===== src/rtl/qam_pkg.sv =====
// rtl/qam_pkg.sv - shared modulation constants, PRBS-15 taps and step helper
package qam_pkg;

  localparam logic MOD_QPSK  = 1'b0;
  localparam logic MOD_16QAM = 1'b1;

  // Fibonacci PRBS-15, x^15 + x^14 + 1: feedback bit = s[14] ^ s[13]
  localparam int PRBS15_TAP_A    = 14;
  localparam int PRBS15_TAP_B    = 13;
  // Largest advance ever requested in one symbol (16QAM)
  localparam int PRBS15_MAX_STEP = 4;

  typedef logic [14:0] prbs15_t;

  typedef enum logic {
    ST_RUN  = 1'b0,
    ST_DONE = 1'b1
  } src_state_t;

  // State after k shifts; loop bound is fixed so it unrolls to plain XOR logic
  function automatic prbs15_t prbs15_step(input prbs15_t s, input int unsigned k);
    prbs15_t r;
    r = s;
    for (int unsigned i = 0; i < PRBS15_MAX_STEP; i++) begin
      if (i < k) r = {r[13:0], r[PRBS15_TAP_A] ^ r[PRBS15_TAP_B]};
    end
    return r;
  endfunction

endpackage


===== src/rtl/prbs_payload_source_if.sv =====
// rtl/prbs_payload_source_if.sv - payload source <-> pilot inserter signal bundle
interface prbs_payload_source_if #(
  parameter int CNT_WIDTH = 11
);
  logic                 mod_type;
  logic                 data_req;
  logic                 restart;
  logic [3:0]           data_out;
  logic                 data_valid;
  logic                 frame_done;
  logic [CNT_WIDTH-1:0] sym_count;

  modport master (
    output mod_type, data_req, restart,
    input  data_out, data_valid, frame_done, sym_count
  );

  modport slave (
    input  mod_type, data_req, restart,
    output data_out, data_valid, frame_done, sym_count
  );
endinterface


===== src/rtl/lfsr_prbs15.sv =====
// rtl/lfsr_prbs15.sv - PRBS-15 state register with 2/4-step advance and look-ahead taps
module lfsr_prbs15
  import qam_pkg::*;
#(
  parameter prbs15_t SEED = 15'h7FFF
) (
  input  logic       clk,
  input  logic       rst_n,
  input  logic       load,
  input  logic       advance,
  input  logic       mod_type,
  output logic [3:0] look_ahead
);

  prbs15_t state_q;

  // Reseed on reset/load, otherwise advance by the bits one symbol consumes
  always_ff @(posedge clk or negedge rst_n) begin
    if (!rst_n) begin
      state_q <= SEED;
    end else if (load) begin
      state_q <= SEED;
    end else if (advance) begin
      state_q <= prbs15_step(state_q, (mod_type == MOD_16QAM) ? 32'd4 : 32'd2);
    end
  end

  // The next four output bits, oldest first in the MSB
  assign look_ahead = state_q[14:11];

endmodule


===== src/rtl/prbs_payload_source.sv =====
// rtl/prbs_payload_source.sv - PRBS-15 payload symbol source with per-frame symbol count
module prbs_payload_source
  import qam_pkg::*;
#(
  parameter prbs15_t LFSR_SEED   = 15'h7FFF,
  parameter int      PAYLOAD_LEN = 1024,
  parameter int      CNT_WIDTH   = 11
) (
  input  logic                 clk_symbol,
  input  logic                 rst_n,
  prbs_payload_source_if.slave bus
);

  localparam logic [CNT_WIDTH-1:0] LEN_LIMIT   = CNT_WIDTH'(PAYLOAD_LEN);
  // An empty frame has nothing to emit, so it starts out finished
  localparam src_state_t           START_STATE = (PAYLOAD_LEN == 0) ? ST_DONE : ST_RUN;

  src_state_t           state_q, state_d;
  logic [CNT_WIDTH-1:0] cnt_q, cnt_d;
  logic                 consume;
  logic [3:0]           look_ahead;

  lfsr_prbs15 #(
    .SEED (LFSR_SEED)
  ) u_lfsr (
    .clk        (clk_symbol),
    .rst_n      (rst_n),
    .load       (bus.restart),
    .advance    (consume),
    .mod_type   (bus.mod_type),
    .look_ahead (look_ahead)
  );

  // FSM state and symbol counter registers
  always_ff @(posedge clk_symbol or negedge rst_n) begin
    if (!rst_n) begin
      state_q <= START_STATE;
      cnt_q   <= '0;
    end else begin
      state_q <= state_d;
      cnt_q   <= cnt_d;
    end
  end

  // Next state, consume decision and symbol decode; restart wins over a request
  always_comb begin
    state_d        = state_q;
    cnt_d          = cnt_q;
    consume        = 1'b0;
    bus.data_out   = 4'b0000;
    bus.data_valid = (state_q == ST_RUN);
    bus.frame_done = (state_q == ST_DONE);
    bus.sym_count  = cnt_q;

    if (bus.restart) begin
      state_d = START_STATE;
      cnt_d   = '0;
    end else if (state_q == ST_RUN && bus.data_req) begin
      consume = 1'b1;
      cnt_d   = cnt_q + 1'b1;
      if (cnt_d == LEN_LIMIT) state_d = ST_DONE;
    end

    if (state_q == ST_RUN) begin
      bus.data_out = (bus.mod_type == MOD_QPSK) ? {2'b00, look_ahead[3:2]} : look_ahead;
    end
  end

endmodule

===== src/flat_wrapper.sv =====
// flat-port wrapper written by rule: the top's interface ports become plain ports
module prbs_payload_source_flat import qam_pkg::*;
#(
  parameter prbs15_t LFSR_SEED   = 15'h7FFF,
  parameter int      PAYLOAD_LEN = 1024,
  parameter int      CNT_WIDTH   = 11
)
  (clk_symbol, rst_n, bus_mod_type, bus_data_req, bus_restart, bus_data_out, bus_data_valid, bus_frame_done, bus_sym_count);
  prbs_payload_source_if #(.CNT_WIDTH(CNT_WIDTH)) bus_i ();
  input  logic clk_symbol;
  input  logic rst_n;
  input wire logic [$bits(bus_i.mod_type)-1:0] bus_mod_type;
  input wire logic [$bits(bus_i.data_req)-1:0] bus_data_req;
  input wire logic [$bits(bus_i.restart)-1:0] bus_restart;
  output wire logic [$bits(bus_i.data_out)-1:0] bus_data_out;
  output wire logic [$bits(bus_i.data_valid)-1:0] bus_data_valid;
  output wire logic [$bits(bus_i.frame_done)-1:0] bus_frame_done;
  output wire logic [$bits(bus_i.sym_count)-1:0] bus_sym_count;
  assign bus_i.mod_type = bus_mod_type;
  assign bus_i.data_req = bus_data_req;
  assign bus_i.restart = bus_restart;
  assign bus_data_out = bus_i.data_out;
  assign bus_data_valid = bus_i.data_valid;
  assign bus_frame_done = bus_i.frame_done;
  assign bus_sym_count = bus_i.sym_count;
  prbs_payload_source #(.LFSR_SEED(LFSR_SEED), .PAYLOAD_LEN(PAYLOAD_LEN), .CNT_WIDTH(CNT_WIDTH)) u_core (.clk_symbol(clk_symbol), .rst_n(rst_n), .bus(bus_i));
endmodule

===== config.mk =====
export PLATFORM = sky130hd
export DESIGN_NAME = prbs_payload_source_flat
export DESIGN_NICKNAME = d
export VERILOG_FILES = /design/src/rtl/qam_pkg.sv /design/src/rtl/prbs_payload_source_if.sv /design/src/rtl/lfsr_prbs15.sv /design/src/rtl/prbs_payload_source.sv /design/src/flat_wrapper.sv
export SDC_FILE = /design/constraint.sdc
export NUM_CORES = 1
export LEC_CHECK = 0
export ABC_AREA = 1
export BUFFER_PORTS_ARGS = -buffer_cell sky130_fd_sc_hd__buf_2
export CAP_MARGIN = 0
export CELL_PAD_IN_SITES_DETAIL_PLACEMENT = 2
export CELL_PAD_IN_SITES_GLOBAL_PLACEMENT = 2
export CORE_ASPECT_RATIO = 0.9
export CORE_MARGIN = 3
export CORE_UTILIZATION = 32
export CTS_CLUSTER_SIZE = 30
export DETAILED_ROUTE_END_ITERATION = 7
export GPL_TIMING_DRIVEN = 0
export PLACE_DENSITY_LB_ADDON = 0.05
export SYNTH_ARGS = -nofsm -noshare
export SYNTH_HDL_FRONTEND = slang
export SYNTH_SLANG_ARGS = --single-unit

===== constraint.sdc =====
create_clock -name clk_symbol -period 2.1 [get_ports clk_symbol]
set_clock_uncertainty 0.2 [all_clocks]
set_input_delay 0.42 -clock clk_symbol [delete_from_list [all_inputs] [get_ports clk_symbol]]
set_output_delay 0.42 -clock clk_symbol [all_outputs]
set_load 0.1 [all_outputs]

After elaboration in Yosys (flattened, before gate mapping)

Index checks and enable logic that the tools add are counted.

Reductions and logical operators: 5
Add/subtract/negate cells: 1
Muxes and demuxes: 22
Eq/ne operators: 1
Bitwise gates (word level): 5
Magnitude comparators: 4

Operator list:

| operator                                                                    | number |
|---|---|
| 15-bit 2-to-1 mux                                                           | 12 |
| 11-bit 2-to-1 mux                                                           | 2 |
| 11-bit by 1-bit adder with 11-bit output, second input constant             | 1 |
| 11-bit == test, second input constant                                       | 1 |
| 4-bit 2-to-1 mux                                                            | 2 |
| 1-bit by 3-bit less-than comparator with 1-bit output, first input constant | 2 |
| 2-bit by 3-bit less-than comparator with 1-bit output, first input constant | 2 |
| 2-bit nonzero test                                                          | 3 |
| 1-bit 2-to-1 mux                                                            | 5 |
| 1-bit bitwise XOR                                                           | 4 |
| 3-bit 2-to-1 mux                                                            | 1 |
| 2-bit AND reduction                                                         | 1 |
| 1-bit logical AND                                                           | 1 |
| 1-bit NOT                                                                   | 1 |

Input port bits: 5
Word-level logic and storage cells: 41
Register bits: 27

Logic depth before layout (Yosys ltp)

Depth after elaboration: 18
Gate-level depth with buffers: 9
Depth with buffers taken out: 9

Modules after synthesis

From an unflattened synthesis, not the netlist that was laid out.

Cell total of the unflattened synthesis: 214
Area, all modules: 1590.3 um2

By module, submodules not included:

| module              | cells each | area each (um2) | times used | seq. area each (um2) |
|---|---|---|---|---|
| lfsr_prbs15         | 103        | 828.3           | 1          | 394.1 |
| prbs_payload_source | 111        | 762.0           | 1          | 300.3 |

Worst setup path after synthesis

No wires, ideal clock.

Path type: register to output
Start point: register u_core.state_q, in the netlist u_core.bus.frame_done
End point: output port bus_data_out[1]
Slack: -1546 ps
Cell stages (with the launch flop): 4
Arrival: 3026 ps
Required time: 1480 ps
Buffers on the path: 0
Cell sequence: dfrtp_1 -> inv_2 -> o21ai_0 -> a21oi_1

Word-level cells in the longest chain between the ends: 1

RTL lines:

| what                     | line                      | RTL |
|---|---|---|
| start: declaration       | prbs_payload_source.sv:18 | `src_state_t state_q, state_d;` |
| start signal: assignment | prbs_payload_source.sv:40 | `state_q <= state_d;` |
| 4-bit 2-to-1 mux         | prbs_payload_source.sv:64 | `if (state_q == ST_RUN) begin` |
| end: declaration         | flat_wrapper.sv:15        | `output wire logic [$bits(bus_i.data_out)-1:0] bus_data_out;` |

Every way passes these cells.

Final worst setup path

Ends and elaborated chain as after synthesis.

==> impl_results.md <==
- Total Nets Final: 226
- IO Pins: 22
- FP Rows: 23
- Worst slew pin tran: 0.6488 ns
- Starting Density: 33.54%
- DR iter-0 viols: 50
- CTS clk-pin slew, worst paths: 0.10 ns
- Yosys warns: 0
- Vias post-DR: 1416
- Clock tree root buffer cell: clkbuf_8
- Antenna viol nets, final: 0
- Tmin final: 2.004 ns
- Slew HR: 56.75%
- Seq/Total Area, Yosys: 45.83%
- Req. time, crit path: 1.48 ns
- Max Slew Vio Count: 0
- Critical Path End Type: primary output
- Worst Path Max Fanout: 5
- # DRC: 0
- Most frequent cells in the layout: 47 x nand2_1, 27 x inv_1, 18 x o21ai_0, 18 x buf_2, 15 x dfstp_2
- Cells after Synth: 193
- Status: finished clean
- Hpwl dp: 3547 um
- Routability congestion estimate: 0.7457
- Setup TNS: 0 ns
- Setup CP Type: reg -> out
- Leading cell type in the layout, fill and taps excluded: nand2_1
- Die X: 78.54 um
- RSZ-0062 raised after global routing: false
- Max Cap Viol: 0
- Syn Nets: 199
- Global-route wire length before repair: 8335 um
- Peak VDD IR: 0.2480 mV
- Total track usage: 18.94%
- H-tree depth: 1
- Via density: 5.039
- Pwr dens: 546.2 nW/um^2
- Hold Path Class: in -> reg
- Synth cell types: 27
- Pre-Repair DR Iteration Count: 4
- Share of layout cells above drive strength 1: 29.68%
- Largest net degree at the start of global routing: 28
- Antenna violations before repair: 0
- Layout fillers: 534
- N_diodes: 0
- TritonCTS buffer count: 3
- P&R area growth vs syn: 23.45%
- Hold path start: bus_restart
- Worst Setup SP: u_core.bus.frame_done
- Yosys reg bits: 27
- Crit share post-route: 95.41%
- Finish-stage setup viols: 0
- Routed WL: 4752 um
- Input/output buffers: 20
- Layout Utilization: 41.40%
- CP startpoint kind: flop
- CTS tree: built
- P_leak: 0.8614 nW
- Die area: 5598 um^2
- CTS sink cnt: 27
- Setup WS post-layout: 0.09636 ns
- CTS Buffer Depth: 2
- Core Footprint: 4518 um^2
- Pre-CTS setup slack: -0.2367 ns
- Clock latency on the worst-skew pair: 0.28 ns
- Vias in the first global route: 1609
- Mapped Area: 1515 um^2
- Mean Syn Cell Area: 7.851 um^2
- Die H: 71.28 um
- Final hold viol count: 0
- Routed len/inst: 16.91 um
- Crit path DAT: 1.38 ns
- Critical R2R Launch: u_core.bus.sym_count[0]
- Grt ovf: 0
- Fmax: 499.1 MHz
layer usage:
layer / track usage (%) / vias to the layer above / wire, um
met1: 26.81 / 701 / 2364
met3: 2.010 / 5 / 100
li1: - / 691 / -
met4: 4.078 / 0 / 44
met5: 0 / - / 0
met2: 31.57 / 19 / 2241
where the power goes:
part / total, mW / internal (mW) / switching [mW]
Sequential: 0.554 / 0.543 / 0.0109
Combinational: 0.152 / 0.0368 / 0.116
Clock: 0.315 / 0.137 / 0.179
final timing paths:
| path | endpoint | slack [ns] | cells past startpoint |
|---|---|---|---|
| hold reg to reg | u_core.u_lfsr.state_q[1] | 0.30 | 2 |
| max in group asynchronous | u_core.bus.frame_done | 0.71 | 2 |
| min in group asynchronous | u_core.bus.sym_count[10] | 0.51 | 2 |
| setup / recovery | bus_data_out[1] | 0.1 | 4 |
| hold / removal | u_core.bus.frame_done | 0.13 | 2 |
| setup reg to reg | u_core.bus.frame_done | 0.21 | 9 |
sequential cells by signal (all words and copies together), names as in the netlist:
register / cells
u_core.bus.frame_done: 1
u_core.u_lfsr.state_q: 15
u_core.bus.sym_count: 11
Yosys cell counts:
| cell type | instances | area share, % |
|---|---|---|
| nand2_1 | 47 | 12 |
| inv_1 | 27 | 6.7 |
| o21ai_0 | 20 | 6.6 |
| dfstp_2 | 15 | 26 |
| a22oi_1 | 12 | 5.9 |
| dfrtp_1 | 12 | 20 |
| nand3_1 | 12 | 4.0 |
| nor2_1 | 9 | 2.2 |
| a21oi_1 | 7 | 2.3 |
| o22ai_1 | 6 | 2.5 |
| buf_2 | 3 | 0.99 |
| clkbuf_1 | 3 | 0.74 |
| inv_2 | 3 | 0.74 |
| nor2_2 | 2 | 0.83 |
| nor3_1 | 2 | 0.66 |
| xnor2_1 | 2 | 1.2 |
| a21oi_2 | 1 | 0.58 |
| a21oi_4 | 1 | 1.1 |
| a22o_1 | 1 | 0.58 |
| ha_1 | 1 | 0.83 |
| nand2_2 | 1 | 0.41 |
| nand3_2 | 1 | 0.66 |
| nand3b_2 | 1 | 0.74 |
| nor2_4 | 1 | 0.74 |
| o211ai_1 | 1 | 0.50 |
| o21a_1 | 1 | 0.50 |
| xor2_1 | 1 | 0.58 |
metrics by stage:
step	instances	power, mW	hold slack (ns)	area (um^2)
3_5_place_dp	275	0.7116	0.2802	1764
2_1_floorplan	193	0.6630	-0.07559	1587
6_report	281	1.022	0.1260	1871
5_1_grt	281	1.070	0.1283	1871
4_1_cts	280	1.031	0.1244	1847
3_3_place_gp	275	0.7060	0.2746	1764
area by class of cell:
cell class                 count  area, um^2  area share (%)
tap                           62       77.57           4.147
multi-input combinational    130       723.2           38.66
buffer                         6       40.04           2.140
timing repair buffer          22       160.2           8.562
inverter                      30       120.1           6.421
clock buffer                   4       45.04           2.408
sequential                    27       704.4           37.66
critical path: stages, from the launching register on:
cell	delay, ns
dfrtp_4	0.57
inv_8	0.10
o21ai_1	0.09
a21oi_4	0.15
buf_12	0.19
what timing repair did:
| action | in CTS | in global routing |
|---|---|---|
| hold buffers | 1 | 0 |
| hold endpoints to repair | 12 | 0 |
| gates resized for setup | 10 | 5 |
| endpoints found under the setup margin | 4 | 4 |
| buffers inserted | 0 | 1 |
| pin swaps | 0 | 0 |
kinds of logic (layout without fill, tap and decap cells):
logic type | Yosys count | in the layout | share of synthesized area [%]
compound gates | 50 | 50 | 20.56
flops | 27 | 27 | 45.83
fa+ha+maj | 1 | 1 | 0.8256
buf+inv | 36 | 62 | 9.166
simple gates | 76 | 76 | 21.88
xor+xnor | 3 | 3 | 1.734
(Power assumes the default switching activity.)
